[config.mk]
export PLATFORM = sky130hd
export DESIGN_NAME = ifm_chunk_pingpong_ctrl
export DESIGN_NICKNAME = d
export VERILOG_FILES = /design/src/rtl/ifm_ctrl_pkg.sv /design/src/rtl/ifm_cu_done_tracker.sv /design/src/rtl/ifm_chunk_pingpong_ctrl.sv
export SDC_FILE = /design/constraint.sdc
export NUM_CORES = 1
export LEC_CHECK = 0
export ABC_AREA = 1
export BUFFER_PORTS_ARGS = -buffer_cell sky130_fd_sc_hd__buf_4
export CORE_AREA = 10 10 57 59
export DETAILED_ROUTE_END_ITERATION = 8
export DIE_AREA = 0 0 67 69
export HOLD_SLACK_MARGIN = 0.06
export PLACE_DENSITY = 0.84
export SYNTH_ARGS = -nofsm -noshare
export SYNTH_HDL_FRONTEND = slang
export SYNTH_SLANG_ARGS = --single-unit
[constraint.sdc]
create_clock -name clk_i -period 3.3 [get_ports clk_i]
set_clock_uncertainty 0.2 [all_clocks]
set_input_delay 0.66 -clock clk_i [delete_from_list [all_inputs] [get_ports clk_i]]
set_output_delay 0.66 -clock clk_i [all_outputs]
set_load 0.02 [all_outputs]
[src/rtl/ifm_ctrl_pkg.sv]
// Shared types, defaults and helpers for the IFM chunk ping-pong sequencer.
`ifndef WR_DAT_CYC_NUM
`define WR_DAT_CYC_NUM 4
`endif
`ifndef COMPUTE_UNIT_NUM
`define COMPUTE_UNIT_NUM 16
`endif

package ifm_ctrl_pkg;

    localparam int unsigned WR_DAT_CYC_NUM_DFLT   = `WR_DAT_CYC_NUM;
    localparam int unsigned COMPUTE_UNIT_NUM_DFLT = `COMPUTE_UNIT_NUM;
    localparam int unsigned WR_CNT_W_DFLT         = $clog2(WR_DAT_CYC_NUM_DFLT);
    localparam int unsigned CU_MASK_MAX_W         = 64;

    typedef enum logic {
        RD_IDLE,
        RD_RUN
    } rd_state_e;

    // Wide all-ones mask for n units; callers slice to their own width.
    function automatic logic [CU_MASK_MAX_W-1:0] CU_MASK_ALL(input int unsigned n);
        logic [CU_MASK_MAX_W-1:0] m;
        m = '0;
        for (int unsigned i = 0; i < CU_MASK_MAX_W; i++) begin
            if (i < n) m[i] = 1'b1;
        end
        return m;
    endfunction

endpackage

[src/rtl/ifm_cu_done_tracker.sv]
// Collects per-unit done pulses for the chunk being computed and flags completion.
module ifm_cu_done_tracker
    import ifm_ctrl_pkg::*;
#(
    parameter int unsigned COMPUTE_UNIT_NUM = COMPUTE_UNIT_NUM_DFLT
) (
    input  logic                        clk,
    input  logic                        rst_n,
    input  logic                        run,
    input  logic [COMPUTE_UNIT_NUM-1:0] cu_done,
    output logic                        all_done,
    output logic [COMPUTE_UNIT_NUM-1:0] cu_active
);

    localparam logic [CU_MASK_MAX_W-1:0]    ALL_WIDE = CU_MASK_ALL(COMPUTE_UNIT_NUM);
    localparam logic [COMPUTE_UNIT_NUM-1:0] ALL      = ALL_WIDE[COMPUTE_UNIT_NUM-1:0];

    logic [COMPUTE_UNIT_NUM-1:0] done_mask;

    // Includes this cycle's pulses so release happens in the cycle of the last done.
    assign all_done  = run && ((done_mask | cu_done) == ALL);
    assign cu_active = run ? ~done_mask : '0;

    always_ff @(posedge clk) begin
        if (!rst_n || all_done) begin
            done_mask <= '0;
        end else if (run) begin
            done_mask <= done_mask | cu_done;
        end
    end

endmodule

[src/rtl/ifm_chunk_pingpong_ctrl.sv]
// Two-bank IFM chunk buffer sequencer: loader fills one bank while compute reads the other.
module ifm_chunk_pingpong_ctrl
    import ifm_ctrl_pkg::*;
#(
    parameter int unsigned WR_DAT_CYC_NUM   = WR_DAT_CYC_NUM_DFLT,
    parameter int unsigned COMPUTE_UNIT_NUM = COMPUTE_UNIT_NUM_DFLT,
    localparam int unsigned CNT_W           = $clog2(WR_DAT_CYC_NUM)
) (
    input  logic                        clk_i,
    input  logic                        rst_i,
    input  logic                        ld_valid_i,
    output logic                        ld_ready_o,
    output logic                        wr_valid_o,
    output logic [CNT_W-1:0]            wr_count_o,
    output logic                        wr_sel_o,
    output logic                        rd_sel_o,
    output logic                        chunk_start_o,
    input  logic [COMPUTE_UNIT_NUM-1:0] cu_done_i,
    output logic [COMPUTE_UNIT_NUM-1:0] cu_active_o,
    output logic [1:0]                  bank_full_o
);

    localparam logic [CNT_W-1:0] CNT_LAST = CNT_W'(WR_DAT_CYC_NUM - 1);

    rd_state_e        rd_state, rd_state_nxt;
    logic             wr_sel, wr_sel_nxt;
    logic             rd_sel, rd_sel_nxt;
    logic [CNT_W-1:0] wr_cnt, wr_cnt_nxt;
    logic [1:0]       full, full_nxt;
    logic             chunk_start, chunk_start_nxt;
    logic             all_done;

    assign ld_ready_o    = !full[wr_sel];
    assign wr_valid_o    = ld_valid_i && ld_ready_o;
    assign wr_count_o    = wr_cnt;
    assign wr_sel_o      = wr_sel;
    assign rd_sel_o      = rd_sel;
    assign chunk_start_o = chunk_start;
    assign bank_full_o   = full;

    ifm_cu_done_tracker #(
        .COMPUTE_UNIT_NUM(COMPUTE_UNIT_NUM)
    ) u_tracker (
        .clk      (clk_i),
        .rst_n    (rst_i),
        .run      (rd_state == RD_RUN),
        .cu_done  (cu_done_i),
        .all_done (all_done),
        .cu_active(cu_active_o)
    );

    always_ff @(posedge clk_i) begin
        if (!rst_i) begin
            rd_state    <= RD_IDLE;
            wr_sel      <= 1'b0;
            rd_sel      <= 1'b0;
            wr_cnt      <= '0;
            full        <= '0;
            chunk_start <= 1'b0;
        end else begin
            rd_state    <= rd_state_nxt;
            wr_sel      <= wr_sel_nxt;
            rd_sel      <= rd_sel_nxt;
            wr_cnt      <= wr_cnt_nxt;
            full        <= full_nxt;
            chunk_start <= chunk_start_nxt;
        end
    end

    always_comb begin
        rd_state_nxt    = rd_state;
        wr_sel_nxt      = wr_sel;
        rd_sel_nxt      = rd_sel;
        wr_cnt_nxt      = wr_cnt;
        full_nxt        = full;
        chunk_start_nxt = 1'b0;

        if (wr_valid_o) begin
            if (wr_cnt == CNT_LAST) begin
                wr_cnt_nxt       = '0;
                full_nxt[wr_sel] = 1'b1;
                wr_sel_nxt       = ~wr_sel;
            end else begin
                wr_cnt_nxt = wr_cnt + CNT_W'(1);
            end
        end

        // Write and read never touch the same full bit in one cycle, so both updates compose.
        case (rd_state)
            RD_IDLE: begin
                if (full[rd_sel]) begin
                    rd_state_nxt    = RD_RUN;
                    chunk_start_nxt = 1'b1;
                end
            end
            RD_RUN: begin
                if (all_done) begin
                    full_nxt[rd_sel] = 1'b0;
                    rd_sel_nxt       = ~rd_sel;
                    if (full[~rd_sel]) begin
                        chunk_start_nxt = 1'b1;
                    end else begin
                        rd_state_nxt = RD_IDLE;
                    end
                end
            end
            default: rd_state_nxt = RD_IDLE;
        endcase
    end

endmodule

==> metrics.md, run 1 <==
| Metric | Value |
|---|---|
| Status | `completed` |
| Die Wd | `67 µm` |
| TritonCTS clock tree | `built` |
| Share of layout cells above drive strength 1 | `0.255` |
| Nets | `213` |
| Most common library cell in the layout ignoring fill and taps | `nor2_1` |
| Startpoint class of the critical path | `flip-flop` |
| Area contributors post-synth | `dfxtp_1 (47%), nor2_1 (23%), a21oi_1 (11%), nand2_1 (5.9%), inv_1 (2.9%)` |
| Chip height | `69 µm` |
| Average wire per standard cell | `12.0 µm` |
| Worst IR drop on VDD | `240 µV` |
| Total Wirelength | `2630 µm` |
| Ports | `44` |
| Worst EP required | `2.44 ns` |
| H-tree levels | `1` |
| Core Util, Final | `0.652` |
| Flops & latches, synth | `24` |
| Setup crit end kind | `primary output` |
| Sequential area share after synthesis | `0.468` |
| Hold_buf cts | `0` |
| Routed Antenna Nets | `0` |
| Post-synth design cell area | `1030 µm²` |
| Tightest Pin Transition | `0.547 ns` |
| Drt via density | `4.83` |
| Slack of the critical path | `0.881 ns` |
| Warning count from the yosys run | `0` |
| Syn nets | `168` |
| Vias in the first global route | `1,029` |
| FFs w/ async S/R, synth | `0` |
| Area of the core | `2150 µm²` |
| Register Area | `480 µm²` |
| Area share of the largest cell type after synthesis | `0.468` |
| Final setup violating endpoints | `0` |
| Slew headroom | `0.633` |
| Die footprint | `4620 µm²` |
| DP Area | `1370 µm²` |
| TritonCTS Sinks | `24` |
| CP Class | `reg -> out` |
| Clock-pin slew on the worst setup and hold paths | `0.13 ns` |
| ANT cells | `0` |
| First-pass GRT wire length | `4280 µm` |
| Worst hold-check path type | `reg -> reg` |
| # fillers | `193` |
| Gr ovfl total | `0` |
| CP Max Fanout | `19` |
| HPWL after DPL | `2100 µm` |
| Routability congestion estimate | `0.746` |
| Most used DFF post-synth | `dfxtp_1` |
| Post-Synthesis Cells | `148` |
| Total chip power | `0.519 mW` |
| Initial drt markers | `54` |
| Drc violations | `0` |
| All-Layer GR Usage | `0.111` |
| Pin count of the biggest net entering global routing | `20` |
| Fin area | `1400 µm²` |
| Post-CTS Resized | `0` |
| Via count | `1,062` |
| EDFF count, synth | `0` |
| Final Hold Fails | `0` |
| Setup Total Neg Slack | `0 ns` |
| Initial Utilization | `0.478` |
| Final Max Tran Viols | `0` |
| RSZ-0062 raised after global routing | `no` |
| Pre-CTS setup slack | `1.23 ns` |
| Buffers on Ports | `43` |
| Worst Path Arrival | `1.56 ns` |
| Pwr Density | `370 nW/µm²` |
| Syn Area/Cell | `6.93 µm²` |
| Num CTS Buffers | `3` |
| Final worst-path cycle share | `0.733` |
| Standard-cell rows | `17` |
| Dominant cell type by area after synthesis | `dfxtp_1` |
| Number of detailed-route iterations in the first pass | `4` |
| Fmax | `413 MHz` |
| Yosys cell types | `15` |
| Fin crit period | `2.42 ns` |
| Max-Cap Viols | `0` |
| Initial antenna violation count | `0` |
| Multi-input logic area | `485 µm²` |
| Commonest non-fill, non-tap cells in the layout | `nor2_1 (63), buf_4 (44), dfxtp_1 (24)` |
| Worst-Skew Late Latency | `0.30 ns` |
| # Post-CTS Setup Buffers | `0` |
| Area growth syn-to-layout | `36.6%` |
| Root buf cell | `clkbuf_4` |
| Clock buffer depth | `2` |
| Leakage dissipation | `0.676 nW` |
cell usage after synthesis (all sizes together), types with 2 or more instances:
cell type,instances
a21oi,23
buf,2
clkbuf,2
dfxtp,24
inv,8
nand2,16
nor2,63
o21ai,5
cell families (layout without fill, tap and decap cells):
group / after synthesis / after routing / share of synthesized area
AOI/OAI and AO/OA: 31 / 31 / 0.172
adders and majority gates: 1 / 1 / 0.0122
DFF: 24 / 24 / 0.468
buffers and inverters: 13 / 57 / 0.0585
and+or+nand+nor: 79 / 79 / 0.289
report_power, final:
group | leakage (nW) | internal (mW) | switching (mW)
logic | 0.462 | 0.0332 | 0.0373
clock network | 0.0210 | 0.0673 | 0.0817
registers | 0.194 | 0.295 | 0.00427
total | 0.676 | 0.396 | 0.123
through the flow:
| stage | instances | hold WS [ns] |
|---|---|---|
| 3_5_place_dp | 216 | 0.290 |
| 4_1_cts | 220 | 0.311 |
| 5_1_grt | 220 | 0.347 |
| 6_report | 220 | 0.310 |
| 3_3_place_gp | 216 | 0.275 |
| 2_1_floorplan | 148 | 0.275 |
cell type report:
class / instances / area share
Clock buffer: 4 / 0.0259
Inverter: 9 / 0.0241
Multi-Input combinational cell: 111 / 0.346
Sequential cell: 24 / 0.343
Tap cell: 28 / 0.0250
Timing Repair Buffer: 44 / 0.236
flip-flops by register name (all words and copies together) (netlist names):
name	cells
rd_state	1
bank_full_o	2
wr_count_o	2
chunk_start_o	1
wr_sel_o	1
u_tracker.done_mask	16
rd_sel_o	1
worst max-delay path, cell delays in order, from the launching register on:
cell,delay (ns)
dfxtp_1,0.35
clkinv_1,0.45
nor2_1,0.27
buf_4,0.18
routing by layer:
layer | part of all wire | vias up | track usage
met4 | 0.015 | 0 | 0.0543
met2 | 0.52 | 25 | 0.202
met5 | 0 | - | 0
met1 | 0.40 | 474 | 0.105
met3 | 0.072 | 2 | 0.0354
li1 | - | 561 | -
final timing paths:
path / cells past startpoint / startpoint / slack [ns] / end
min reg2reg: 2 / wr_count_o[1] / 0.31 / wr_count_o[1]
max reg2reg: 3 / rd_state / 1.54 / u_tracker.done_mask[8]
min: 2 / wr_count_o[1] / 0.31 / wr_count_o[1]
max: 3 / rd_state / 0.88 / cu_active_o[0]
Power figures use the tool's default switching activity.
==> inputs of run 2 (changes only) <==
--- a/config.mk
+++ b/config.mk
@@ -7,11 +7,11 @@
 export LEC_CHECK = 0
 export ABC_AREA = 1
 export BUFFER_PORTS_ARGS = -buffer_cell sky130_fd_sc_hd__buf_4
-export CORE_AREA = 10 10 57 59
+export CORE_AREA = 10 10 62 64
 export DETAILED_ROUTE_END_ITERATION = 8
-export DIE_AREA = 0 0 67 69
+export DIE_AREA = 0 0 72 74
 export HOLD_SLACK_MARGIN = 0.06
-export PLACE_DENSITY = 0.84
+export PLACE_DENSITY = 0.74
 export SYNTH_ARGS = -nofsm -noshare
 export SYNTH_HDL_FRONTEND = slang
 export SYNTH_SLANG_ARGS = --single-unit
==> constraint.sdc (replaced) <==
create_clock -name clk_i -period 2 [get_ports clk_i]
set_clock_uncertainty 0.2 [all_clocks]
set_input_delay 0.4 -clock clk_i [delete_from_list [all_inputs] [get_ports clk_i]]
set_output_delay 0.4 -clock clk_i [all_outputs]
set_load 0.02 [all_outputs]
==> run 2 against run 1 <==
Compared with the run above:
- non-clock buffer count is 2 higher
- sequential power is 65% higher
- final area is 1.5% higher
- highest routed layer unchanged
- count of clock-buffer cells in the layout stayed put
- cell count is 2.3% higher
- worst hold slack worse by 0.17 ns
- power is 65% higher
- via count is 1.0% higher
- register-to-register slack worse by 1.2 ns
- die area is 15% higher
==> metrics.md, run 2 (synthesized netlist as in run 1, its figures left out) <==
| Metric | Value |
|---|---|
| Status | `completed` |
| DP Area | `1380 µm² (+1.4%)` |
| Final worst-path cycle share | `0.937` |
| Slew headroom | `0.721 (+0.0882)` |
| Startpoint class of the critical path | `flip-flop` |
| Fmax | `533 MHz` |
| Share of layout cells above drive strength 1 | `0.273 (+0.0180)` |
| Root buf cell | `clkbuf_4` |
| HPWL after DPL | `2160 µm (+3.3%)` |
| RSZ-0062 raised after global routing | `no` |
| Drt via density | `4.77 (-1.2%)` |
| Critical Path Source | `bank_full_o[0]` |
| Fin crit period | `1.87 ns` |
| Die Wd | `72 µm (+7.5%)` |
| CP Max Fanout | `4 (-15)` |
| # Post-CTS Setup Buffers | `0 (unchanged)` |
| Crit path max-delay family | `flip-flops` |
| Fin area | `1420 µm² (+1.5%)` |
| Pwr Density | `604 nW/µm² (+63%)` |
| Initial antenna violation count | `0 (unchanged)` |
| Routed Antenna Nets | `0 (unchanged)` |
| Worst Path Arrival | `1.27 ns (-0.29 ns)` |
| Gr ovfl total | `0 (unchanged)` |
| Worst hold-check path type | `in -> reg` |
| CP endpoint | `wr_valid_o` |
| R2R Setup Slk | `0.39 ns (-1.15 ns)` |
| R2r startpoint | `u_tracker.done_mask[14]` |
| TritonCTS clock tree | `built` |
| Final setup violating endpoints | `0 (unchanged)` |
| Via count | `1,073 (+1.0%)` |
| Final Max Tran Viols | `0 (unchanged)` |
| Ports | `44 (unchanged)` |
| ANT cells | `0 (unchanged)` |
| Final Hold Fails | `0 (unchanged)` |
| H-tree levels | `1 (unchanged)` |
| Number of detailed-route iterations in the first pass | `4 (unchanged)` |
| CP Class | `reg -> out` |
| Max stage delay on crit path | `0.38 ns (-0.07 ns)` |
| Leakage dissipation | `0.686 nW (+1.4%)` |
| Worst IR drop on VDD | `424 µV (+77%)` |
| Core Util, Final | `0.534 (-0.118)` |
| Reg2Reg Capture Point | `u_tracker.done_mask[14]` |
| Die footprint | `5330 µm² (+15%)` |
| Setup Total Neg Slack | `0 ns (unchanged)` |
| Worst path most repeated cell | `inv_1` |
| Crit-path cells | `inv_1 > o21a_1 > nand2_1 > inv_1 > buf_4` |
| Drc violations | `0 (unchanged)` |
| Chip height | `74 µm (+7.2%)` |
| Average wire per standard cell | `12.0 µm (+0.15%)` |
| Post-CTS Resized | `0 (unchanged)` |
| Area of the core | `2660 µm² (+24%)` |
| Worst-Skew Late Latency | `0.31 ns (about the same)` |
| R2R cell count | `7 (+4)` |
| Clock buffer depth | `2 (unchanged)` |
| Tightest Pin Transition | `0.416 ns (-0.130 ns)` |
| Initial Utilization | `0.385 (-0.0922)` |
| Hold_buf cts | `0 (unchanged)` |
| Total Wirelength | `2700 µm (+2.4%)` |
| Logic depth of the worst path, buffers included | `5 (+2)` |
| Clock-pin slew on the worst setup and hold paths | `0.12 ns (about the same)` |
| Standard-cell rows | `19 (+2)` |
| TritonCTS Sinks | `24 (unchanged)` |
| Crit-path slowest cell | `dfxtp_2` |
| Worst Path Buf+Inv | `3 (+1)` |
| Most common library cell in the layout ignoring fill and taps | `nor2_1` |
| Commonest non-fill, non-tap cells in the layout | `nor2_1 (63), buf_4 (46), a21oi_1 (23)` |
| Buffers on Ports | `43 (unchanged)` |
| Pin count of the biggest net entering global routing | `18 (-10%)` |
| Routability congestion estimate | `0.727 (-2.6%)` |
| Setup crit end kind | `primary output` |
| Max FFs per register | `16 (unchanged)` |
| Vias in the first global route | `1,085 (+5.4%)` |
| First-pass GRT wire length | `4530 µm (+6.0%)` |
| Num CTS Buffers | `3 (unchanged)` |
| Most flops, register | `u_tracker.done_mask` |
| All-Layer GR Usage | `0.102 (-0.00846)` |
| Max-Cap Viols | `0 (unchanged)` |
| Area growth syn-to-layout | `38.7%` |
| Initial drt markers | `35 (-35%)` |
| Nets | `215 (+0.94%)` |
| Worst EP required | `1.40 ns (-1.04 ns)` |
-- run 2: changes by cell type in the layout (fill, tap and decap cells not counted) --
| cell | delta |
|---|---|
| dfxtp_1 | -2 |
| dfxtp_2 | +2 |
| buf_4 | +2 |
-- run 2: metal layers --
metal,share of wire,up-vias,track usage,routed length [µm]
met2,0.53,26,0.198,1420
li1,-,560,-,-
met4,0.0070,0,0.0323,19
met1,0.39,483,0.0956,1060
met5,0,-,0,0
met3,0.072,4,0.0426,194
-- run 2: worst register-to-register path: stages (launching register included) --
cell and delay [ns]:
dfxtp_1 0.38, nor2_1 0.06, nor2_1 0.10, nand2_1 0.06
nor2_1 0.11, nand2_1 0.13, o21ai_4 0.38, nor2_1 0.08
-- run 2: area by class of cell --
| type | instances | area (µm²) |
|---|---|---|
| fill | 289 | 1240 |
| inverter | 9 | 33.8 |
| multi-input combinational | 111 | 485 |
| timing repair buffer | 46 | 345 |
| tap | 31 | 38.8 |
| sequential | 24 | 483 |
| clock buffer | 4 | 36.3 |
-- run 2: worst min path at each step --
stage / start / end / cells past startpoint
6_report: cu_done_i[15] / u_tracker.done_mask[15] / 3
5_1_grt: cu_done_i[15] / u_tracker.done_mask[15] / 3
4_1_cts: cu_done_i[15] / u_tracker.done_mask[15] / 3
3_5_place_dp: wr_count_o[1] / wr_count_o[1] / 2
3_3_place_gp: wr_count_o[1] / wr_count_o[1] / 2
2_1_floorplan: u_tracker.done_mask[10] / u_tracker.done_mask[10] / 2
-- run 2: stage by stage --
stage | hold WS, ns | power (mW) | worst slack [ns] | cells
floorplan | 0.275 | 0.562 | 0.215 | 148
detailed placement | 0.290 | 0.623 | 0.258 | 221
CTS | 0.133 | 0.867 | 0.0632 | 225
global placement | 0.279 | 0.620 | 0.313 | 221
finish | 0.138 | 0.859 | 0.125 | 225
global route | 0.120 | 0.903 | 0.0183 | 225
-- run 2: report_power, final --
group	switching [mW]	internal (mW)
Sequential	0.00714	0.487
Clock	0.137	0.111
Combinational	0.0607	0.0559
